## src/rtl/demo_launch_ctrl.sv

```systemverilog
// demo_launch_ctrl
//   Turns a debounced active-low pushbutton into start pulses for a set of
//   demo masters, launched either together or staggered, and tracks each
//   master's ready line to detect round completion. Supports single or
//   continuous rounds, counts completed rounds and flags hung rounds.
//
// Ports
//   clk          clock, rising edge
//   rstn         synchronous active-low reset
//   start        pushbutton, active-low
//   en           per-master enable
//   mode_in      per-master mode (0 read, 1 write)
//   repeat_mode  0 single round, 1 continuous rounds
//   stagger      0 simultaneous launch, 1 staggered launch
//   m_ready      ready line from each master
//   m_start      one-cycle start pulse per master
//   m_mode       mode latched at round acceptance
//   busy         high while a round is launching or in flight
//   done         one-cycle pulse per completed round
//   timeout      sticky hang flag, cleared by the next accepted press
//   round_count  completed rounds, wraps
module demo_launch_ctrl #(
    parameter int NUM_MASTERS     = 2,
    parameter int DEBOUNCE_CYCLES = 4,
    parameter int STAGGER_CYCLES  = 8,
    parameter int TIMEOUT_CYCLES  = 1024,
    parameter int CNT_WIDTH       = 8
) (
    input  logic                   clk,
    input  logic                   rstn,
    input  logic                   start,
    input  logic [NUM_MASTERS-1:0] en,
    input  logic [NUM_MASTERS-1:0] mode_in,
    input  logic                   repeat_mode,
    input  logic                   stagger,
    input  logic [NUM_MASTERS-1:0] m_ready,
    output logic [NUM_MASTERS-1:0] m_start,
    output logic [NUM_MASTERS-1:0] m_mode,
    output logic                   busy,
    output logic                   done,
    output logic                   timeout,
    output logic [CNT_WIDTH-1:0]   round_count
);

    localparam int IW = (NUM_MASTERS > 1) ? $clog2(NUM_MASTERS) : 1;
    localparam int GW = (STAGGER_CYCLES > 1) ? $clog2(STAGGER_CYCLES) : 1;
    localparam int LW = $clog2(DEBOUNCE_CYCLES + 1);
    localparam int TW = $clog2(TIMEOUT_CYCLES + 1);

    localparam logic [IW-1:0] LAST_IDX = IW'(NUM_MASTERS - 1);
    localparam logic [GW-1:0] GAP_LOAD = GW'(STAGGER_CYCLES - 1);
    localparam logic [LW-1:0] PRESS_AT = LW'(DEBOUNCE_CYCLES - 1);
    localparam logic [TW-1:0] TO_LAST  = TW'(TIMEOUT_CYCLES - 1);

    typedef enum logic [1:0] {
        ST_IDLE,
        ST_LAUNCH,
        ST_WAIT
    } state_t;

    // ---------------------------------------------------------------
    // Debounce: the press fires combinationally on the edge where the
    // low-sample count reaches DEBOUNCE_CYCLES, then disarms until a
    // high sample is seen.
    // ---------------------------------------------------------------
    logic [LW-1:0] low_cnt;
    logic          armed;
    logic          press;

    assign press = armed && !start && (low_cnt == PRESS_AT);

    always_ff @(posedge clk) begin
        if (!rstn) begin
            low_cnt <= '0;
            armed   <= 1'b1;
        end else if (start) begin
            low_cnt <= '0;
            armed   <= 1'b1;
        end else if (armed) begin
            if (press) begin
                low_cnt <= '0;
                armed   <= 1'b0;
            end else begin
                low_cnt <= low_cnt + 1'b1;
            end
        end
    end

    // ---------------------------------------------------------------
    // Ready edge detection
    // ---------------------------------------------------------------
    logic [NUM_MASTERS-1:0] ready_q;
    logic [NUM_MASTERS-1:0] rise;

    assign rise = m_ready & ~ready_q;

    // ---------------------------------------------------------------
    // Sequencer
    // ---------------------------------------------------------------
    state_t                 state, state_n;
    logic [NUM_MASTERS-1:0] active, active_n;
    logic [NUM_MASTERS-1:0] pending, pending_n;
    logic [NUM_MASTERS-1:0] mode_n, start_n;
    logic [IW-1:0]          idx, idx_n;
    logic [GW-1:0]          gap, gap_n;
    logic [TW-1:0]          tcnt, tcnt_n;
    logic                   stop_req, stop_n;
    logic                   done_n, timeout_n;
    logic [CNT_WIDTH-1:0]   count_n;

    assign busy = (state != ST_IDLE);

    always_ff @(posedge clk) begin
        if (!rstn) begin
            state       <= ST_IDLE;
            active      <= '0;
            pending     <= '0;
            idx         <= '0;
            gap         <= '0;
            tcnt        <= '0;
            stop_req    <= 1'b0;
            m_start     <= '0;
            m_mode      <= '0;
            done        <= 1'b0;
            timeout     <= 1'b0;
            round_count <= '0;
            ready_q     <= '0;
        end else begin
            state       <= state_n;
            active      <= active_n;
            pending     <= pending_n;
            idx         <= idx_n;
            gap         <= gap_n;
            tcnt        <= tcnt_n;
            stop_req    <= stop_n;
            m_start     <= start_n;
            m_mode      <= mode_n;
            done        <= done_n;
            timeout     <= timeout_n;
            round_count <= count_n;
            ready_q     <= m_ready;
        end
    end

    always_comb begin
        state_n   = state;
        active_n  = active;
        pending_n = pending;
        mode_n    = m_mode;
        idx_n     = idx;
        gap_n     = gap;
        tcnt_n    = tcnt;
        stop_n    = stop_req;
        start_n   = '0;
        done_n    = 1'b0;
        timeout_n = timeout;
        count_n   = round_count;

        case (state)
            ST_IDLE: begin
                if (press && (en != '0) && ((m_ready & en) == en)) begin
                    active_n  = en;
                    mode_n    = mode_in;
                    timeout_n = 1'b0;
                    idx_n     = '0;
                    gap_n     = '0;
                    state_n   = ST_LAUNCH;
                end
            end

            ST_LAUNCH: begin
                // Clear before set so a master launched this edge stays pending.
                pending_n = pending & ~rise;
                tcnt_n    = '0;
                if (!stagger) begin
                    start_n   = active;
                    pending_n = pending_n | active;
                    state_n   = ST_WAIT;
                end else if (gap != '0) begin
                    gap_n = gap - 1'b1;
                end else begin
                    if (active[idx]) begin
                        start_n[idx]   = 1'b1;
                        pending_n[idx] = 1'b1;
                        gap_n          = GAP_LOAD;
                    end
                    idx_n = idx + 1'b1;
                    if (idx == LAST_IDX) begin
                        state_n = ST_WAIT;
                    end
                end
            end

            ST_WAIT: begin
                pending_n = pending & ~rise;
                if (pending == '0) begin
                    done_n  = 1'b1;
                    count_n = round_count + 1'b1;
                    if (repeat_mode && !stop_req) begin
                        idx_n   = '0;
                        gap_n   = '0;
                        state_n = ST_LAUNCH;
                    end else begin
                        state_n = ST_IDLE;
                    end
                end else if (tcnt == TO_LAST) begin
                    timeout_n = 1'b1;
                    pending_n = '0;
                    state_n   = ST_IDLE;
                end else begin
                    tcnt_n = tcnt + 1'b1;
                end
            end

            default: begin
                state_n = ST_IDLE;
            end
        endcase

        if (press && (state != ST_IDLE) && repeat_mode) begin
            stop_n = 1'b1;
        end
        // Entering (or staying in) IDLE always drops a pending stop.
        if (state_n == ST_IDLE) begin
            stop_n = 1'b0;
        end
    end

endmodule

```

## config.mk

```make
export PLATFORM = sky130hd
export DESIGN_NAME = demo_launch_ctrl
export DESIGN_NICKNAME = d
export VERILOG_FILES = /design/src/rtl/demo_launch_ctrl.sv
export SDC_FILE = /design/constraint.sdc
export NUM_CORES = 1
export LEC_CHECK = 0
export CORE_MARGIN = 5
export CORE_UTILIZATION = 54
export CTS_CLUSTER_SIZE = 25
export DETAILED_ROUTE_END_ITERATION = 8
export PLACE_DENSITY_LB_ADDON = 0.1
export SYNTH_ARGS = -nofsm -noshare
export SYNTH_HDL_FRONTEND = slang
export SYNTH_SLANG_ARGS = --single-unit
```

## constraint.sdc

```tcl
create_clock -name clk -period 2.6 [get_ports clk]
set_input_delay 0.26 -clock clk [delete_from_list [all_inputs] [get_ports clk]]
set_output_delay 0.26 -clock clk [all_outputs]
set_load 0.02 [all_outputs]
```

==> results by group, run 1 <==
Timing
  – Least-Margin Pin Slew: about 1 ns
  – Fin crit share: 0.879
  – Fmax achieved: 438 MHz
  – Clk_skew: 0.00487 ns
  – Crit path time final: 2.29 ns
  – Setup Viol. Count Final: 0
  – RSZ-0062 raised after global routing: false
  – Setup TNS: 0 ns
  – Final hold vios: 0
  – Max-slew headroom: 0.326
  – Fin. max-slew vios: 0

Clock network
  – Worst-Skew Late Latency: 0.29 ns
  – Resized Gates After CTS: 0
  – Clock buffer depth: 2
  – Hold buffer count at cts: 0
  – Clock-pin transition on the worst setup and hold timing paths: approximately 0.080 ns
  – Post-CTS Setup Repair Bufs: 0
  – CTS tree: done
  – TritonCTS Buffers: 5
  – H-tree levels: 2
  – Root Driver: clkbuf_8
  – Total clock sinks: 42

Worst setup path
  – R2R setup slack: 0.31 ns
  – Crit-path max cell delay: 0.88 ns
  – Critical Path Start Type: register
  – Worst setup EP type: register
  – Critical path class: register to register
  – CP delay by family, top: compound AO/OA/AOI/OAI gates
  – Crit path buf inv count: 0
  – Crit path max fanout: 12
  – Critical path, cell by cell: ha_1 -> nand2_1 -> o41ai_2 -> nand2_1 -> a31o_2 -> o22a_1
  – CP dominant cell by count: nand2_1
  – Worst EP arrival: approximately 2.5 ns
  – Critical Path RT: 2.79 ns
  – CP max-delay cell: o41ai_2

Routing
  – Final wirelength: between 4 and 5 mm
  – # DRC: 0
  – Via Count: 1670
  – Routed len/inst: 13.9 um
  – Via-to-Cell Ratio: 5.44
  – Initial DRC Count: 110
  – First drt pass iteration count: 4
  – Detail Route Antenna Nets: 0

Worst hold path
  – Worst hold path type: register to register

Job
  – Maxcap violations: 0

Power
  – Clock power frac: 0.362
  – Comb pwr share: 0.047
  – Leakage power: 0.902 nW
  – Power Internal: 0.000853 W
  – Switching share of power: 0.222
  – Pwr dens: 454 nW/um2
  – Max VDD drop: 297 uV
  – Switching power: 0.000243 W
  – Seq pwr share: 0.591

Place
  – Port bufs: 25
  – Post-DP HPWL: 3.21 mm
  – Cells after DPL: 300
  – Final Wtd Congestion: 0.767

Global route
  – Total gr overflow: 0
  – GRT Overall Usage: 0.182
  – Pin count of the biggest net entering global routing: 13
  – Initial antenna violation count: 0
  – First-pass GRT wire length: 7.36 mm
  – Vias in the first global route: ~1.6k

Final layout
  – Layout Cells excl Fill: 307
  – Share of layout cells above drive strength 1: 0.0849
  – Diodes inserted: 0
  – Area Growth Syn to Fin: 20.1%
  – NumNets Final: 280

Synth
  – Yosys warning count: 0
  – Largest area contributor in the netlist: dfxtp_1
  – Top post-synthesis cells by area: dfxtp_1, ha_1, nor2_1
  – Syn_nets: 248
  – Synth async-reset ratio: 0
  – Yosys cell types: 47
  – Synthesized cell area: approximately 2000 um2
  – Cells after synthesis: 227
  – Register bit total from synthesis: 42
  – Syn_area_per_cell: around 9 um2
  – Post-synth EDFFs: 0
  – Sequential share of the synthesized area: 0.418
  – Synth top area share: 0.418
  – Top FF cell, synth: dfxtp_1

Floorplan
  – Core footprint: 3630 um2
  – Die Area: roughly 5000 um2
  – Starting Density: 0.553
  – Die span in y: 71 um
  – Die X: 71 um
  – Top-level port count: 26
  – Row count: 22

Run status
  – Status: complete, no violations
worst paths after layout:
check                          startpoint                       to  cells past startpoint
hold reg to reg   low_cnt[2]$_SDFFE_PP0P_  low_cnt[2]$_SDFFE_PP0P_                      2
hold / removal    low_cnt[2]$_SDFFE_PP0P_  low_cnt[2]$_SDFFE_PP0P_                      2
setup reg to reg     tcnt[0]$_SDFFE_PN0P_    stop_req$_SDFFE_PP0P_                      6
setup / recovery     tcnt[0]$_SDFFE_PN0P_    stop_req$_SDFFE_PP0P_                      6
layout make-up:
type / count / area [um2]
tap: 48 / 60.1
timing repair buffer: 30 / 288
inverter: 12 / 45.0
clock buffer: 5 / 68.8
sequential: 42 / 841
multi-input combinational: 168 / 1100
clock inverter: 2 / 10.0
fill: 336 / 1220
cells in the mapped netlist, types with 2 or more instances:
library cell	n
a211oi_1	2
a21oi_1	16
a31oi_1	2
and2_1	3
and3_1	4
buf_2	3
dfxtp_1	42
ha_1	10
inv_1	12
mux2i_1	3
nand2_1	22
nand2b_1	3
nand3_1	9
nand4_1	3
nand4b_1	2
nor2_1	24
nor2b_1	5
nor3_1	3
nor3b_1	2
o21ai_0	11
o22a_1	2
or2_2	2
or3_1	5
xnor2_1	9
xor2_1	6
through the flow:
stage	instance area, um2	util	power, W	setup WS (ns)	hold WS (ns)
after floorplan	2010	-	0.000687	0.734	0.339
after detailed placement	2330	0.643	0.000715	0.303	0.442
after CTS	2410	0.664	0.00110	0.310	0.453
after global placement	2330	0.643	0.000715	0.345	0.434
after global routing	2410	0.664	0.00114	0.0568	0.482
final	2410	0.664	0.00110	0.315	0.452
cell usage in the layout, fill, tap and decap left out, types with 4 or more instances in the layout:
cell / Yosys / final
nand2_1: 22 / 22
nor2_1: 24 / 24
dfxtp_1: 42 / 42
nand3_1: 9 / 9
xnor2_1: 9 / 9
buf_4: 0 / 5
clkbuf_8: 0 / 5
nor2b_1: 5 / 5
or3_1: 5 / 5
ha_1: 10 / 10
and3_1: 4 / 4
a21oi_1: 16 / 16
inv_1: 12 / 12
o21ai_0: 11 / 11
clkdlybuf4s50_1: 0 / 25
xor2_1: 6 / 6
registers in the layout (all words and copies together) (netlist names), 2 cells and up:
register and flops:
ready_q 2, m_start 2, tcnt 11, active 2, round_count 8, low_cnt 3
m_mode 2, state 2, pending 2, gap 3
worst register-to-register path: cells and delay by family (launching register included):
family,cells,cell delay [ns]
AOI/OAI and AO/OA,3,1.37
DFF,1,0.39
adders and majority gates,1,0.22
and+or+nand+nor,2,0.20
power by group through the flow:
stage | Clock (W) | Sequential, W | Combinational (W)
after global routing | 0.000431 | 0.000648 | 0.0000574
final | 0.000397 | 0.000648 | 0.0000519
after floorplan | 0 | 0.000663 | 0.0000241
after detailed placement | 0 | 0.000663 | 0.0000520
after global placement | 0 | 0.000663 | 0.0000519
after CTS | 0.000403 | 0.000648 | 0.0000523
cell families (layout without fill, tap and decap cells):
logic type,after synthesis,count (layout),share of synthesized area
buf+inv,17,49,0.0336
simple gates,94,94,0.243
flops,42,42,0.418
fa+ha+maj,10,10,0.0623
compound gates,45,45,0.157
xor+xnor,15,15,0.0654
mux,4,4,0.0205
metal layers:
| layer | wire [um] | vias up | global-route usage | share of wire |
|---|---|---|---|---|
| met1 | 2000 | 786 | 0.217 | 0.47 |
| met5 | 0 | - | 0 | 0 |
| met2 | 2030 | 25 | 0.310 | 0.48 |
| met4 | 64 | 0 | 0.0585 | 0.015 |
| li1 | - | 851 | - | - |
| met3 | 161 | 8 | 0.0582 | 0.038 |
(Power assumes the default switching activity.)
==> run 2, diff against run 1 <==
--- a/config.mk
+++ b/config.mk
@@ -5,6 +5,7 @@
 export SDC_FILE = /design/constraint.sdc
 export NUM_CORES = 1
 export LEC_CHECK = 0
+export CAP_MARGIN = 0
 export CORE_MARGIN = 5
 export CORE_UTILIZATION = 54
 export CTS_CLUSTER_SIZE = 25
==> results of run 2 <==
The final DEF is identical to that of run 1; final timing and power are the same.
